**config.mk**
```make
export PLATFORM = sky130hd
export DESIGN_NAME = cache_refill_ctrl
export DESIGN_NICKNAME = d
export VERILOG_FILES = /design/src/rtl/cache_refill_ctrl.sv
export SDC_FILE = /design/constraint.sdc
export NUM_CORES = 1
export LEC_CHECK = 0
export CAP_MARGIN = 40
export CELL_PAD_IN_SITES_DETAIL_PLACEMENT = 1
export CELL_PAD_IN_SITES_GLOBAL_PLACEMENT = 1
export CORE_MARGIN = 3
export CORE_UTILIZATION = 38
export CTS_BUF_LIST = sky130_fd_sc_hd__clkbuf_2 sky130_fd_sc_hd__clkbuf_4 sky130_fd_sc_hd__clkbuf_8
export DETAILED_ROUTE_END_ITERATION = 6
export PLACE_DENSITY = 0.88
export SYNTH_ARGS = -nofsm -noshare
export SYNTH_HDL_FRONTEND = slang
export SYNTH_SLANG_ARGS = --single-unit
```
**constraint.sdc**
```tcl
create_clock -name clk -period 6 [get_ports clk]
set_clock_uncertainty 0.2 [all_clocks]
set_input_delay 0.6 -clock clk [delete_from_list [all_inputs] [get_ports clk]]
set_output_delay 0.6 -clock clk [all_outputs]
set_load 0.01 [all_outputs]
```
**src/rtl/cache_refill_ctrl.sv**
```systemverilog
// cache_refill_ctrl
//   Single-line refill controller for a blocking cache. A lookup miss in IDLE
//   latches the block address, requests the 32-byte block from memory, collects
//   eight 32-bit beats into fill_block and then pulses fill_en so the cache can
//   write the victim line. The processor is stalled until the controller is back
//   in IDLE, where its retried lookup hits.
//
// Ports
//   clk, reset        rising-edge clock, synchronous active-high reset
//   cpu_req/cpu_addr  lookup strobe and byte address ([31:5] = block address)
//   cache_hit         hit result for the current lookup
//   mem_req/mem_addr  block read request and block-aligned address (registered)
//   mem_gnt           memory accepted the request
//   mem_rvalid/rdata  one 32-bit read beat per valid cycle
//   fill_en           one-cycle line-write strobe (registered)
//   fill_block        assembled 256-bit line, held until the next miss overwrites it
//   stall             combinational hold for the processor
//   miss_count        saturating count of serviced misses
module cache_refill_ctrl #(
  parameter int unsigned CNT_W = 16
) (
  input  logic             clk,
  input  logic             reset,
  input  logic             cpu_req,
  input  logic [31:0]      cpu_addr,
  input  logic             cache_hit,
  output logic             mem_req,
  output logic [31:0]      mem_addr,
  input  logic             mem_gnt,
  input  logic             mem_rvalid,
  input  logic [31:0]      mem_rdata,
  output logic             fill_en,
  output logic [255:0]     fill_block,
  output logic             stall,
  output logic [CNT_W-1:0] miss_count
);

  typedef enum logic [2:0] {
    ST_IDLE,
    ST_REQ,
    ST_BURST,
    ST_FILL,
    ST_SETTLE
  } state_t;

  state_t             state_q, state_d;
  logic [26:0]        blk_q, blk_d;
  logic [2:0]         beat_q, beat_d;
  logic [255:0]       fill_block_q, fill_block_d;
  logic [CNT_W-1:0]   miss_count_q, miss_count_d;
  logic               mem_req_q, mem_req_d;
  logic [31:0]        mem_addr_q, mem_addr_d;
  logic               fill_en_q, fill_en_d;

  // Byte offset within the block never matters to a whole-line refill.
  logic               addr_offset_unused;
  assign addr_offset_unused = ^cpu_addr[4:0];

  // Next-state, datapath and next-output logic.
  always_comb begin
    state_d      = state_q;
    blk_d        = blk_q;
    beat_d       = beat_q;
    fill_block_d = fill_block_q;
    miss_count_d = miss_count_q;

    case (state_q)
      ST_IDLE: begin
        if (cpu_req && !cache_hit) begin
          blk_d   = cpu_addr[31:5];
          state_d = ST_REQ;
          if (miss_count_q != '1) begin
            miss_count_d = miss_count_q + CNT_W'(1);
          end
        end
      end
      ST_REQ: begin
        if (mem_gnt) begin
          beat_d  = '0;
          state_d = ST_BURST;
        end
      end
      ST_BURST: begin
        // Beats may arrive with gaps; only valid cycles advance the slot index.
        if (mem_rvalid) begin
          fill_block_d[{beat_q, 5'b00000} +: 32] = mem_rdata;
          beat_d = beat_q + 3'd1;
          if (beat_q == 3'd7) begin
            state_d = ST_FILL;
          end
        end
      end
      ST_FILL: begin
        state_d = ST_SETTLE;
      end
      ST_SETTLE: begin
        state_d = ST_IDLE;
      end
      default: begin
        state_d = ST_IDLE;
      end
    endcase

    // Outputs are decoded from the next state and registered, so they line up
    // exactly with the state they describe.
    mem_req_d  = (state_d == ST_REQ);
    mem_addr_d = mem_req_d ? {blk_d, 5'b00000} : '0;
    fill_en_d  = (state_d == ST_FILL);
  end

  always_ff @(posedge clk) begin
    if (reset) begin
      state_q      <= ST_IDLE;
      blk_q        <= '0;
      beat_q       <= '0;
      fill_block_q <= '0;
      miss_count_q <= '0;
      mem_req_q    <= 1'b0;
      mem_addr_q   <= '0;
      fill_en_q    <= 1'b0;
    end else begin
      state_q      <= state_d;
      blk_q        <= blk_d;
      beat_q       <= beat_d;
      fill_block_q <= fill_block_d;
      miss_count_q <= miss_count_d;
      mem_req_q    <= mem_req_d;
      mem_addr_q   <= mem_addr_d;
      fill_en_q    <= fill_en_d;
    end
  end

  assign mem_req    = mem_req_q;
  assign mem_addr   = mem_addr_q;
  assign fill_en    = fill_en_q;
  assign fill_block = fill_block_q;
  assign miss_count = miss_count_q;
  assign stall      = (state_q != ST_IDLE) || (cpu_req && !cache_hit);

endmodule

```
==> flow_summary.yaml, run 1 <==
sta:
  fmax_mhz: 310
  fin_crit_ps: 3220
  worstMarginPinSlew_ps: 1050
  setup_viol: 0
  min_period_over_period: 0.537
  rsz0062_at_grt: "false"
  hold_viol: 0
  slew_viol_final: 0
  maxSlewHeadroom: 0.300
  whs_ps: 251
  tns_ps: 0
cts:
  clockBufferDepth: 3
  cts_root_buffer: "clkbuf_8"
  cts_hold_buf: 0
  post_cts_buffers: 0
  clk_transition_reported_paths_ps: 70
  ctsHtreeMaxLevel: 2
  clk_latency_ps: 610
  ctsResizeCount: 0
  cts_buffers: 55
  cts.sinks: 334
  cts_tree: "built"
detailed_routing:
  wirelength_mm: 50.3
  firstDrtPassIters: 5
  via_per_inst: 5.17
  ant_nets: 0
  drt_iter0_markers: 562
  drc: 0
  num_vias: 12200
  avgRoutedWirePerCell_um: 21.4
floorplan:
  start_util: 0.388
  rows: 66
  dieHeight_um: 189
  ios: 377
  dieArea_um2: 35700
  die_x_um: 189
  core_area_um2: 32800
synthesis:
  synth_cells: 1541
  synth_area_leader_cell: "dfxtp_1"
  ys_types: 49
  synthXorXnorAreaFrac: 0
  synth_edf_count: 0
  synth_top_area_frac: 0.525
  synth_compound_area_frac: 0.111
  ys_ff_latch: 334
  synth_fa_ha_area_frac: 0.00688
  muxShareOfSynthArea: 0.0517
  synth_flop_cell: "dfxtp_1"
  synthArstFlopShare: 0
  yosys-top-cells-area: "dfxtp_1 53%, nand2_1 12%, a21oi_1 8.8%, nor2_1 5.7%, mux2i_1 4.6%"
  synth-warning-count: 0
  ys_seq_area_frac: 0.525
  yosys.area_share.simple: 0.255
  syn-cell-area_um2: 12700
  synth_top_family_by_area: "simple AND/OR/NAND/NOR gates"
  synth_area_per_cell_um2: 8.26
power:
  ir_worst_vdd_mv: 0.189
  power_density_nw_per_um2: 256
  p_leak_nw: 6.10
global_routing:
  overflow: 0
  grt_max_degree: 187
  grt_pass1_vias: 13100
  grtUsageTotal: 0.275
  antenna_found_initial: 0
  grt_pass1_wl_mm: 77.1
worst_setup_path:
  r2r_slack_ps: 2780
  worstSetupStartpointType: "flop"
  crit_type: "reg2reg"
  cp_slowest_cell: "ha_1"
  cp_cell_sequence: "inv_1 -> ha_1 -> ha_1 -> nor4b_1 -> nand3_2 -> buf_4 -> mux2i_1 -> nor2_1"
  crit_path_frequent_cell: "ha_1"
  max_stage_delay_ps: 530
  rr_endpoint: "fill_block[20]$_SDFFE_PP0P_"
  critical_path.endpoint_type: "flop"
  critPathArrivalTime_ps: 3460
  crit_fanout: 20
  setup.worst_path.start: "beat_q[1]$_SDFFE_PP0P_"
  r2r-start: "beat_q[1]$_SDFFE_PP0P_"
  crit_required_ps: 6240
  r2r_cells: 8
  endpoint: "fill_block[20]$_SDFFE_PP0P_"
placement:
  placed_cells_incl_taps: 2260
  hpwl_mm: 34.0
  numPortBuffers: 366
  gp_congestion: 0.813
layout:
  num_antenna_cells: 0
  area_growth_pct: 39.3
  drive_gt1_frac: 0.0770
  final_util: 0.541
  finalNonFillerCells: 2352
  fill_cells: 3861
  nets: 1952
run:
  drv_cap: 0
hold_path:
  hold_path_class: "reg2reg"
outcome:
  status: "completed"
layer usage:
| metal | vias to the layer above | wire (um) | global-route usage |
|---|---|---|---|
| met5 | - | 0 | 0 |
| met4 | 0 | 2690 | 0.134 |
| met3 | 136 | 4180 | 0.0829 |
| met2 | 465 | 24600 | 0.482 |
| met1 | 5902 | 18900 | 0.302 |
| li1 | 5667 | - | - |
synthesized netlist by cell type (9+ instances only):
master    instances
nor2b_1           9
nor2_1          192
dfxtp_1         334
clkbuf_1         44
buf_4            13
buf_2            48
a21oi_2          17
a21oi_1         223
nand2b_1         67
nand3_1          12
nand2_1         423
mux2i_1          59
kinds of logic (layout without fill, tap and decap cells):
| family | count (synthesis) | count (layout) |
|---|---|---|
| other cells | 1 | 5 |
| flops | 334 | 334 |
| fa+ha+maj | 7 | 7 |
| compound gates | 259 | 259 |
| buf+inv | 122 | 487 |
| mux | 65 | 65 |
| simple gates | 753 | 753 |
critical path, delay by kind of cell, from the launching register on:
kind,cells,cell delay (ps)
buf+inv,2,600
simple gates,3,910
mux,1,240
flops,1,410
fa+ha+maj,2,690
power by group:
part / internal, mW / switching (mW) / total [mW]
Clock: 1.18 / 0.922 / 2.10
Sequential: 2.24 / 0.00976 / 2.25
Combinational: 0.0831 / 0.113 / 0.196
sequential cells by signal (all words and copies together), names as in the netlist:
signal and flops:
blk_q 27, mem_req 1, miss_count 16, state_q 3, mem_addr 27, beat_q 3
fill_en 1, fill_block 256
cell usage in the layout (no fill, tap or decap), types with 12 or more instances in the layout:
cell type | Yosys | routed
a21oi_1 | 223 | 223
a21oi_2 | 17 | 17
buf_4 | 13 | 19
clkbuf_4 | 0 | 18
clkbuf_8 | 0 | 69
clkdlybuf4s50_1 | 0 | 365
dfxtp_1 | 334 | 334
mux2i_1 | 59 | 59
nand2_1 | 423 | 423
nand2b_1 | 67 | 67
nand3_1 | 12 | 12
nor2_1 | 192 | 192
how the worst min path moves through the flow:
stage / from / to / slack [ps] / cells after the start
global route: fill_block[157]$_SDFFE_PP0P_ / fill_block[157]$_SDFFE_PP0P_ / 270 / 2
finish: fill_block[111]$_SDFFE_PP0P_ / fill_block[111]$_SDFFE_PP0P_ / 250 / 2
floorplan: blk_q[7]$_SDFF_PP0_ / mem_addr[12]$_SDFF_PP0_ / 260 / 2
CTS: fill_block[111]$_SDFFE_PP0P_ / fill_block[111]$_SDFFE_PP0P_ / 250 / 2
detailed placement: fill_block[111]$_SDFFE_PP0P_ / fill_block[111]$_SDFFE_PP0P_ / 250 / 2
global placement: fill_block[135]$_SDFFE_PP0P_ / fill_block[135]$_SDFFE_PP0P_ / 240 / 2
through the flow:
| step | total power, mW | worst slack (ps) | area [um2] |
|---|---|---|---|
| after global routing | 4.71 | 2510 | 17700 |
| final | 4.54 | 2780 | 17700 |
| after CTS | 4.58 | 2760 | 17700 |
| after detailed placement | 2.49 | 2610 | 16600 |
| after floorplan | 2.39 | 3730 | 12700 |
| after global placement | 2.48 | 2750 | 16500 |
final cells by class:
cell class | count | area, um2 | share of cell area
inverters | 7 | 26.3 | 0.00148
clock inverters | 5 | 58.8 | 0.00332
well taps | 442 | 553 | 0.0312
multi-input cells | 1089 | 5430 | 0.306
repair buffers | 388 | 3890 | 0.219
clock buffers | 87 | 1080 | 0.0612
flip-flops and latches | 334 | 6690 | 0.377
Power figures use the tool's default switching activity.
==> run 2, diff against run 1 <==
--- a/config.mk
+++ b/config.mk
@@ -9,10 +9,10 @@
 export CELL_PAD_IN_SITES_DETAIL_PLACEMENT = 1
 export CELL_PAD_IN_SITES_GLOBAL_PLACEMENT = 1
 export CORE_MARGIN = 3
-export CORE_UTILIZATION = 38
+export CORE_UTILIZATION = 32
 export CTS_BUF_LIST = sky130_fd_sc_hd__clkbuf_2 sky130_fd_sc_hd__clkbuf_4 sky130_fd_sc_hd__clkbuf_8
 export DETAILED_ROUTE_END_ITERATION = 6
-export PLACE_DENSITY = 0.88
+export PLACE_DENSITY = 0.79
 export SYNTH_ARGS = -nofsm -noshare
 export SYNTH_HDL_FRONTEND = slang
 export SYNTH_SLANG_ARGS = --single-unit
==> constraint.sdc (replaced) <==
create_clock -name clk -period 2.75 [get_ports clk]
set_clock_uncertainty 0.2 [all_clocks]
set_input_delay 0.275 -clock clk [delete_from_list [all_inputs] [get_ports clk]]
set_output_delay 0.275 -clock clk [all_outputs]
set_load 0.01 [all_outputs]
==> run 2 against run 1 <==
Compared with the run above:
- clock power is 140% higher
- sequential share of layout area down 0.89 points
- critical path depth is 5 lower
- non-clock buffer count rose by 11
- final cell count grew 4.3%
- wire length shrank 3.0%
- utilization down 7.5 points
- sequential power is 120% higher
- power increased by 130%
- combinational power increased by 120%
- count of clock-buffer cells in the layout grew 6
- critical endpoint is now stall
==> flow_summary.yaml, run 2 (same netlist as run 1, synthesis figures left out) <==
power:
  pwr-share-clk: 0.484
  power_density_nw_per_um2: 570
  p_leak_nw: 6.26
  p_int_mw: 7.99
  ir_worst_vdd_mv: 0.483
  p_switching_mw: 2.35
  finalPower_mw: 10.3
  combPwrFrac: 0.042
  p_seq_frac: 0.474
  p_sw_frac: 0.227
worst_setup_path:
  r2r_slack_ps: 300
  crit_required_ps: 2280
  critical_path.endpoint_type: "output port"
  crit_type: "reg2out"
  critPathArrivalTime_ps: 1990
  crit_fanout: 9
  worstSetupStartpointType: "flop"
layout:
  drive_gt1_frac: 0.0879
  most-common-layout-cells: "423 x nand2_1, 365 x clkdlybuf4s50_1, 334 x dfxtp_1, 223 x a21oi_1, 192 x nor2_1"
  finalNonFillerCells: 2452
  nets: 1968
  final_common_cell: "nand2_1"
  largest_reg_flops: 256
  regArea_um2: 6690
  multi_input_area_um2: 5440
  fill_cells: 4534
  area_growth_pct: 42.6
global_routing:
  antenna_found_initial: 1
  grt_max_degree: 100
  grtUsageTotal: 0.226
  grt_pass1_vias: 12800
  overflow: 0
  grt_pass1_wl_mm: 74.0
detailed_routing:
  drc: 0
  num_vias: 11900
  met2WireLength_mm: 24.1
  drt_iter0_markers: 382
  wirelength_mm: 48.8
  via_per_inst: 4.87
  wl_met1_mm: 19.0
  firstDrtPassIters: 4
  met3_length_mm: 4.26
  ant_nets: 0
  avgRoutedWirePerCell_um: 19.9
  highest_layer: "met4"
cts:
  cts_buffers: 60
  post_cts_buffers: 0
  clockBufferDepth: 3
  ctsResizeCount: 0
  cts.sinks: 334
  cts_root_buffer: "clkbuf_8"
  clk_latency_ps: 650
  ctsHtreeMaxLevel: 2
  clk_transition_reported_paths_ps: 60
  cts_tree: "built"
hold_path:
  hold_path_class: "in2reg"
sta:
  fin_crit_ps: 2460
  worstMarginPinSlew_ps: 573
  slew_viol_final: 0
  min_period_over_period: 0.896
  setup_viol: 0
  maxSlewHeadroom: 0.618
  rsz0062_at_grt: "false"
  fmax_mhz: 406
  hold_viol: 0
  tns_ps: 0
placement:
  gp_congestion: 0.816
  numPortBuffers: 366
  hpwl_mm: 34.1
  placed_cells_incl_taps: 2346
outcome:
  status: "completed"
floorplan:
  ios: 377
  start_util: 0.326
  die_x_um: 205
  dieArea_um2: 42200
  rows: 72
  core_area_um2: 39000
  dieHeight_um: 205
run:
  drv_cap: 0
## run 2: cell count changes in the layout (fill, tap and decap cells not counted), sizes merged
cell	before	now
buf	23	33
dlygate4sd3	0	1
diode	0	1
clkbuf	87	93
clkinvlp	1	0
clkinv	2	8
bufinv	1	2
## run 2: layer usage
layer  track usage  up-vias
met5             0        -
met4        0.0735        0
met3        0.0835       89
met2         0.401      398
met1         0.249     5741
li1              -     5703
## run 2: repair_timing
action	CTS	global route
hold buffers	1	0
endpoints found under the hold margin	39	0
setup endpoints to repair	0	0
## run 2: power by group through the flow
stage,sequential [mW],combinational [mW],clock (mW)
final,4.90,0.433,5.01
after floorplan,5.01,0.211,0
after global routing,4.90,0.466,5.40
after global placement,5.00,0.422,0
after detailed placement,5.00,0.431,0
after CTS,4.90,0.438,5.16
## run 2: area by class of cell
type	count	area share
flip-flops and latches	334	0.368
multi-input cells	1089	0.299
repair buffers	399	0.223
clock buffers	93	0.0657
well taps	518	0.0357
clock inverters	11	0.00600
inverters	7	0.00145
diodes	1	0.000138
## run 2: worst max-delay path, stage by stage (launching register included)
cell and delay, ps:
dfxtp_1 410, nor3_4 340, nand2b_1 100, clkdlybuf4s50_1 490
## run 2: path summary, 6_finish.rpt
| path | start | endpoint | depth (start not counted) |
|---|---|---|---|
| worst max-delay path | state_q[2]$_SDFF_PP0_ | stall | 3 |
| worst min-delay path | cpu_addr[23] | blk_q[18]$_SDFF_PP0_ | 3 |
| worst min register to register | fill_block[90]$_SDFFE_PP0P_ | fill_block[90]$_SDFFE_PP0P_ | 2 |
| worst max register to register | beat_q[2]$_SDFFE_PP0P_ | fill_block[143]$_SDFFE_PP0P_ | 7 |
## run 2: stage by stage
step | setup slack, ps | hold WS (ps) | instance area (um2) | utilization
final | 287 | 72.5 | 18200 | 0.465
after global routing | 96.2 | 51.8 | 18200 | 0.465
after CTS | 211 | 11.1 | 18200 | 0.465
after global placement | 432 | 241 | 16800 | 0.432
after detailed placement | 318 | 247 | 16800 | 0.432
after floorplan | 481 | 219 | 12700 | -
